`src/rtl/sram_7x15_ctrl_if.sv`:
```
// Request/response handshake bundle between a CPU-side initiator and sram_7x15_ctrl.
// The master issues read-pair or write requests and consumes the responses.
interface sram_7x15_ctrl_if #(
  parameter int DW = 15,
  parameter int AW = 3
);
  logic          req_valid;
  logic          req_ready;
  logic          req_wr;
  logic [AW-1:0] req_a1;
  logic [AW-1:0] req_a2;
  logic [DW-1:0] req_wd;
  logic          rsp_valid;
  logic          rsp_ready;
  logic [DW-1:0] rsp_d1;
  logic [DW-1:0] rsp_d2;
  logic          rsp_err;

  modport master (
    output req_valid, req_wr, req_a1, req_a2, req_wd, rsp_ready,
    input  req_ready, rsp_valid, rsp_d1, rsp_d2, rsp_err
  );

  modport slave (
    input  req_valid, req_wr, req_a1, req_a2, req_wd, rsp_ready,
    output req_ready, rsp_valid, rsp_d1, rsp_d2, rsp_err
  );
endinterface

```
`src/rtl/sram_7x15_ctrl.sv`:
```
// Controller for the 7x15 register file: one write or one dual read per request,
// address range checking, and a held response until the consumer takes it.
module sram_7x15_ctrl #(
  parameter int DW    = 15,
  parameter int AW    = 3,
  parameter int DEPTH = 7
) (
  input  logic          clk,
  input  logic          rst,
  sram_7x15_ctrl_if.slave bus,
  output logic [AW-1:0] RA1,
  output logic [AW-1:0] RA2,
  output logic [AW-1:0] WA,
  output logic [DW-1:0] WD,
  output logic          WE,
  input  logic [DW-1:0] RD1,
  input  logic [DW-1:0] RD2
);

  typedef enum logic [1:0] {
    IDLE  = 2'd0,
    WRITE = 2'd1,
    READ  = 2'd2,
    RESP  = 2'd3
  } state_t;

  localparam logic [AW:0] LIMIT = (AW+1)'(DEPTH);

  state_t        state_q;
  state_t        next_state;
  logic          wr_go;
  logic          rd_go;
  logic          err_go;
  logic          a1_ok;
  logic          a2_ok;
  logic [DW-1:0] d1_q;
  logic [DW-1:0] d2_q;
  logic          err_q;

  assign a1_ok = {1'b0, bus.req_a1} < LIMIT;
  assign a2_ok = {1'b0, bus.req_a2} < LIMIT;

  always_ff @(posedge clk or posedge rst) begin
    if (rst) begin
      state_q <= IDLE;
    end else begin
      state_q <= next_state;
    end
  end

  // Illegal requests skip the SRAM entirely and go straight to the response.
  always_comb begin
    next_state    = state_q;
    bus.req_ready = 1'b0;
    bus.rsp_valid = 1'b0;
    wr_go         = 1'b0;
    rd_go         = 1'b0;
    err_go        = 1'b0;
    case (state_q)
      IDLE: begin
        bus.req_ready = 1'b1;
        if (bus.req_valid) begin
          if (bus.req_wr) begin
            if (a1_ok) begin
              wr_go      = 1'b1;
              next_state = WRITE;
            end else begin
              err_go     = 1'b1;
              next_state = RESP;
            end
          end else begin
            if (a1_ok && a2_ok) begin
              rd_go      = 1'b1;
              next_state = READ;
            end else begin
              err_go     = 1'b1;
              next_state = RESP;
            end
          end
        end
      end
      WRITE: next_state = RESP;
      READ:  next_state = RESP;
      RESP: begin
        bus.rsp_valid = 1'b1;
        if (bus.rsp_ready) begin
          next_state = IDLE;
        end
      end
      default: next_state = IDLE;
    endcase
  end

  // WE follows wr_go by one edge, so it is high only for the single WRITE cycle.
  always_ff @(posedge clk or posedge rst) begin
    if (rst) begin
      RA1   <= '0;
      RA2   <= '0;
      WA    <= '0;
      WD    <= '0;
      WE    <= 1'b0;
      d1_q  <= '0;
      d2_q  <= '0;
      err_q <= 1'b0;
    end else begin
      WE <= wr_go;
      if (wr_go) begin
        WA    <= bus.req_a1;
        WD    <= bus.req_wd;
        d1_q  <= '0;
        d2_q  <= '0;
        err_q <= 1'b0;
      end
      if (rd_go) begin
        RA1   <= bus.req_a1;
        RA2   <= bus.req_a2;
        err_q <= 1'b0;
      end
      if (err_go) begin
        d1_q  <= '0;
        d2_q  <= '0;
        err_q <= 1'b1;
      end
      if (state_q == READ) begin
        d1_q <= RD1;
        d2_q <= RD2;
      end
    end
  end

  assign bus.rsp_d1  = d1_q;
  assign bus.rsp_d2  = d2_q;
  assign bus.rsp_err = err_q;

endmodule
```
`src/flat_wrapper.sv`:
```
// flat-port wrapper written by rule: the top's interface ports become plain ports
module sram_7x15_ctrl_flat 
#(
  parameter int DW    = 15,
  parameter int AW    = 3,
  parameter int DEPTH = 7
)
  (clk, rst, RA1, RA2, WA, WD, WE, RD1, RD2, bus_req_valid, bus_req_wr, bus_req_a1, bus_req_a2, bus_req_wd, bus_rsp_ready, bus_req_ready, bus_rsp_valid, bus_rsp_d1, bus_rsp_d2, bus_rsp_err);
  sram_7x15_ctrl_if #(.DW(DW), .AW(AW)) bus_i ();
  input  logic clk;
  input  logic rst;
  output logic [AW-1:0] RA1;
  output logic [AW-1:0] RA2;
  output logic [AW-1:0] WA;
  output logic [DW-1:0] WD;
  output logic WE;
  input  logic [DW-1:0] RD1;
  input  logic [DW-1:0] RD2;
  input wire logic [$bits(bus_i.req_valid)-1:0] bus_req_valid;
  input wire logic [$bits(bus_i.req_wr)-1:0] bus_req_wr;
  input wire logic [$bits(bus_i.req_a1)-1:0] bus_req_a1;
  input wire logic [$bits(bus_i.req_a2)-1:0] bus_req_a2;
  input wire logic [$bits(bus_i.req_wd)-1:0] bus_req_wd;
  input wire logic [$bits(bus_i.rsp_ready)-1:0] bus_rsp_ready;
  output wire logic [$bits(bus_i.req_ready)-1:0] bus_req_ready;
  output wire logic [$bits(bus_i.rsp_valid)-1:0] bus_rsp_valid;
  output wire logic [$bits(bus_i.rsp_d1)-1:0] bus_rsp_d1;
  output wire logic [$bits(bus_i.rsp_d2)-1:0] bus_rsp_d2;
  output wire logic [$bits(bus_i.rsp_err)-1:0] bus_rsp_err;
  assign bus_i.req_valid = bus_req_valid;
  assign bus_i.req_wr = bus_req_wr;
  assign bus_i.req_a1 = bus_req_a1;
  assign bus_i.req_a2 = bus_req_a2;
  assign bus_i.req_wd = bus_req_wd;
  assign bus_i.rsp_ready = bus_rsp_ready;
  assign bus_req_ready = bus_i.req_ready;
  assign bus_rsp_valid = bus_i.rsp_valid;
  assign bus_rsp_d1 = bus_i.rsp_d1;
  assign bus_rsp_d2 = bus_i.rsp_d2;
  assign bus_rsp_err = bus_i.rsp_err;
  sram_7x15_ctrl #(.DW(DW), .AW(AW), .DEPTH(DEPTH)) u_core (.clk(clk), .rst(rst), .bus(bus_i), .RA1(RA1), .RA2(RA2), .WA(WA), .WD(WD), .WE(WE), .RD1(RD1), .RD2(RD2));
endmodule
```
`config.mk`:
```
export PLATFORM = sky130hd
export DESIGN_NAME = sram_7x15_ctrl_flat
export DESIGN_NICKNAME = d
export VERILOG_FILES = /design/src/rtl/sram_7x15_ctrl_if.sv /design/src/rtl/sram_7x15_ctrl.sv /design/src/flat_wrapper.sv
export SDC_FILE = /design/constraint.sdc
export NUM_CORES = 1
export LEC_CHECK = 0
export BUFFER_PORTS_ARGS = -buffer_cell sky130_fd_sc_hd__buf_4
export CORE_MARGIN = 3
export CORE_UTILIZATION = 50
export CTS_BUF_LIST = sky130_fd_sc_hd__clkbuf_16
export CTS_CLUSTER_SIZE = 20
export DETAILED_ROUTE_END_ITERATION = 8
export PLACE_DENSITY = 0.84
export SETUP_SLACK_MARGIN = 0.4
export SLEW_MARGIN = 5
export SYNTH_ARGS = -nofsm -noshare
export SYNTH_HDL_FRONTEND = slang
export SYNTH_SLANG_ARGS = --single-unit
```
`constraint.sdc`:
```
create_clock -name clk -period 3.69 [get_ports clk]
set_input_delay 0.369 -clock clk [delete_from_list [all_inputs] [get_ports clk]]
set_output_delay 0.369 -clock clk [all_outputs]
set_load 0.01 [all_outputs]
```
* After elaboration in Yosys (flattened, before gate mapping)
Index checks and enable logic that the tools add are counted.
Word-level totals: register bits 58, input bits 56, output and inout port bits 58, logic and storage cells 50
Cells by class: magnitude comparators 2, eq/ne operators 5, muxes and demuxes 28, reductions and logical operators 6
Operators by type and width (count):
- $mux 15 | 4
- $mux 1 | 19
- $mux 2 | 4
- $lt 3x3->1 const B | 2
- $pmux 2 s3 | 1
- $reduce_bool 3->1 | 2
- $eq 2x2->1 const B | 2
- $ne 2x2->1 const B | 2
- $eq 2x1->1 const B | 1
- $logic_not 2->1 | 1
- $reduce_and 2->1 | 1
- $reduce_or 2->1 | 1
- $logic_and 1x1->1 | 1

* Depth between registers and ports, before layout
word-level depth 8, gate-level depth with buffers 6, mapped depth without buffers 5

* Least setup slack after synthesis
No wires, ideal clock.
kind register -> register, from register u_core.state_q[0], to register u_core.RA1[0], setup time 0.125 ns, arrival time 1.369 ns, data required time 3.565 ns, path slack 2.196 ns, stages on the path, launching flop included 6, path buffers 0, period minus slack after synthesis 1.494 ns, cells stage by stage dfrtp_1 -> inv_1 -> ha_1 -> nand2_1 -> nand4b_4 -> mux2_2
Between the ends: word-level cells in the longest chain between the ends 2
Ends and longest elaborated chain:
- from (decl) | line sram_7x15_ctrl.sv:29 | state_t state_q;
- from (signal assigned) | line sram_7x15_ctrl.sv:47 | state_q <= next_state;
- $logic_not 2->1 | line sram_7x15_ctrl.sv:59 | case (state_q)
- $mux 1 | line sram_7x15_ctrl.sv:59
- to (signal assigned) | line sram_7x15_ctrl.sv:115 | RA1 <= bus.req_a1;
- to (decl) | line sram_7x15_ctrl.sv:11 | output logic [AW-1:0] RA1,
Every way passes these cells. A chain may end at the register's enable or synchronous reset.

* Final worst setup path
from register u_core.state_q[0], to register u_core.WD[2]
Between the ends: word-level cells in the longest chain between the ends 2
Ends and longest elaborated chain:
- $logic_not 2->1 | line sram_7x15_ctrl.sv:59
- $mux 1 | line sram_7x15_ctrl.sv:59
- to (signal assigned) | line sram_7x15_ctrl.sv:109 | WD <= bus.req_wd;
- to (decl) | line sram_7x15_ctrl.sv:14 | output logic [DW-1:0] WD,
Every way passes these cells.

==> out/metrics.cfg <==
[floorplan]
pin_count = 114
fp-row-count = 24
die_area_mm2 = 0.00572
initial_core_util_pct = 53.8
fp.dieH_um = 75.6
core-area_mm2 = 0.00450
fp.dieW_um = 75.6

[synthesis]
synth-adder-area-share_pct = 1.55
ys_types = 22
synth_warnings = 0
synthMuxAreaShare_pct = 12.0
syn-num-nets = 268
synth_simple_gate_area_share_pct = 6.82
synth_top_family_by_area = multiplexers
synth-xor-area-share_pct = 0
synth_area_mm2 = 0.00242
synth_compound_area_share_pct = 11.3
synth-seq-cells = 58
yosysSeqAreaShare_pct = 59.9
netlist_instances = 209
syn_area_per_cell_um2 = 11.6

[clocking]
cts_resized = 0
tritoncts = done
cts_setup_buffers = 0
numCtsBuffers = 9
ctsHoldBuffers = 0
clock_latency_ps = 310
clkTransAtPathRegs_ps = 50
clockBufferDepth = 2
clkSinkCount = 58
htreeDepth = 3
cts_root_buf = clkbuf_16

[critical_path]
path_max_fanout = 20
crit_type = reg -> reg
max_stage_delay_ps = 840
critPathLaunchType = flop
reg2reg_from = u_core.state_q[0]
rr_worst_depth = 4
r2r-end = u_core.WD[2]
critPathSlowestCell = nand4_1
crit_chain = inv_1 > ha_1 > nand4_1 > mux2_1
required_ps = 3880
r2r_slack_ps = 1300
critPathCaptureType = flop
worstPathArrival_ps = 2580

[timing]
fin_setup_tns_ps = 0
finalHoldViolations = 0
min_period_ps = 2390
fmaxAchievable_ghz = 0.418
setup_viol = 0
min_period_over_period_pct = 64.8
slew_headroom_pct = 26.9
skew_ps = 3.43
tightest_slew_ps = 1100
drv_slew = 0
rsz0062_at_grt = false

[hold_path]
worstHoldEndpoint = u_core.bus.rsp_d1[4]
worstHoldPathType = in -> reg
hp-start = RD1[4]
min_path_cells = 3

[finish]
antennaDiodeCount = 0
nets = 382
area_growth_pct = 46.5
layout-drive-gt1-share_pct = 47.0
postLayoutCoreUtil_pct = 78.8
fillers = 302

[detailed_routing]
via_per_inst = 5.10
drt-initial-drc-count = 90
top_layer = met4
wl_per_cell_um = 15.1
via_count = 1939
dr_wl_met3_um = 478
wl_mm = 5.75
remaining_drc_errors = 0
met2_length_mm = 2.85
met1_length_mm = 2.26
drt_pass1_iterations = 4
ant_nets = 0

[power_and_ir_drop]
p_leak_nw = 1.84
total_power_w = 0.00311
vdd_drop_max_uv = 625
powerDensity_mw_per_mm2 = 877

[global_route]
grt_first_pass_wirelength_mm = 9.08
overflow = 0
antenna_found_initial = 0
grt_use_total_pct = 21.6
grt_max_degree = 61
grt_pass1_vias = 1932

[placement]
port_buffers = 113
dp_hpwl_mm = 4.06
routabilityCongestion = 0.728

[run_status]
status = finished clean

[job]
cap_violations = 0

[per-stage QoR]
step	hold slack, ps	cells	area, um2	setup WS, ps
final	254	380	3550	1300
after global routing	257	380	3550	1100
after CTS	248	380	3550	1290
after detailed placement	487	364	3300	1290
after global placement	478	364	3300	1420
after floorplan	484	209	2420	1890
[layout by cell type, fill, tap and decap left out, drive strengths merged, types with 2 or more instances in the layout]
cell type  count
clkinv         5
ha             3
a31oi          2
buf          115
nand2         31
o31ai         30
clkbuf         9
nand3          2
inv           39
mux2          25
dfrtp         58
[worst max path at each step]
stage / from / endpoint / slack, ps / depth (start not counted)
after floorplan: rst / u_core.RA1[0] / 1890 / 1
after global routing: u_core.state_q[0] / u_core.WD[2] / 1100 / 4
final: u_core.state_q[0] / u_core.WD[2] / 1300 / 4
after global placement: u_core.state_q[0] / u_core.WD[2] / 1420 / 4
after detailed placement: u_core.state_q[0] / u_core.WD[2] / 1290 / 4
after CTS: u_core.state_q[0] / u_core.WD[2] / 1290 / 4
[metal layers]
layer	vias to the layer above	track usage [%]
met1	912	25.2
met5	-	0
li1	932	-
met3	13	7.26
met4	0	11.5
met2	82	35.2
[flip-flops by register name, summed over array words and instances, names as in the netlist]
signal / cells
u_core.RA1: 3
u_core.RA2: 3
u_core.WA: 3
u_core.WD: 15
u_core.WE: 1
u_core.bus.rsp_d1: 15
u_core.bus.rsp_d2: 15
u_core.bus.rsp_err: 1
u_core.state_q: 2
[synth_stat cells]
master / instances / area share [%]
buf_4: 5 / 1.5
inv_1: 37 / 5.7
mux2_1: 2 / 0.93
nand2_1: 31 / 4.8
buf_1: 1 / 0.15
a21o_1: 1 / 0.31
ha_1: 3 / 1.5
mux2_2: 23 / 11
mux2i_1: 1 / 0.41
o21ai_0: 1 / 0.21
nand4b_4: 1 / 0.98
nand3_1: 1 / 0.21
a41o_1: 1 / 0.41
nand4_1: 1 / 0.26
a31oi_1: 2 / 0.52
a21boi_0: 1 / 0.31
dfrtp_1: 58 / 60
nand3_2: 1 / 0.41
o31ai_1: 30 / 9.3
nor2_1: 1 / 0.15
o22ai_1: 1 / 0.26
clkbuf_1: 6 / 0.93
[power breakdown]
| part | internal (W) | switching, W | total [W] |
|---|---|---|---|
| Combinational | 0.000688 | 0.000625 | 0.00131 |
| Clock | 0.000438 | 0.000258 | 0.000696 |
| Sequential | 0.000946 | 0.000158 | 0.00110 |
[worst max-delay path: cells and delay by family, from the launching register on]
kind / cells / cell delay (ps)
multiplexers: 1 / 630
AND/OR/NAND/NOR: 1 / 840
flip-flops: 1 / 380
buffers and inverters: 1 / 100
adder cells (fa/ha/maj): 1 / 300
[kinds of logic after synthesis]
logic type,Yosys count
compound gates,37
fa+ha+maj,3
simple gates,36
buf+inv,49
flops,58
mux,26
[final cells by class]
type	count	area (um2)	area share, %
clock inverters	7	28.8	0.811
repair buffers	115	863	24.3
clock buffers	9	225	6.34
multi-input cells	102	777	21.9
flip-flops and latches	58	1450	40.9
well taps	52	65.1	1.83
inverters	37	139	3.91
No activity file was read; power rests on OpenSTA's default activity.
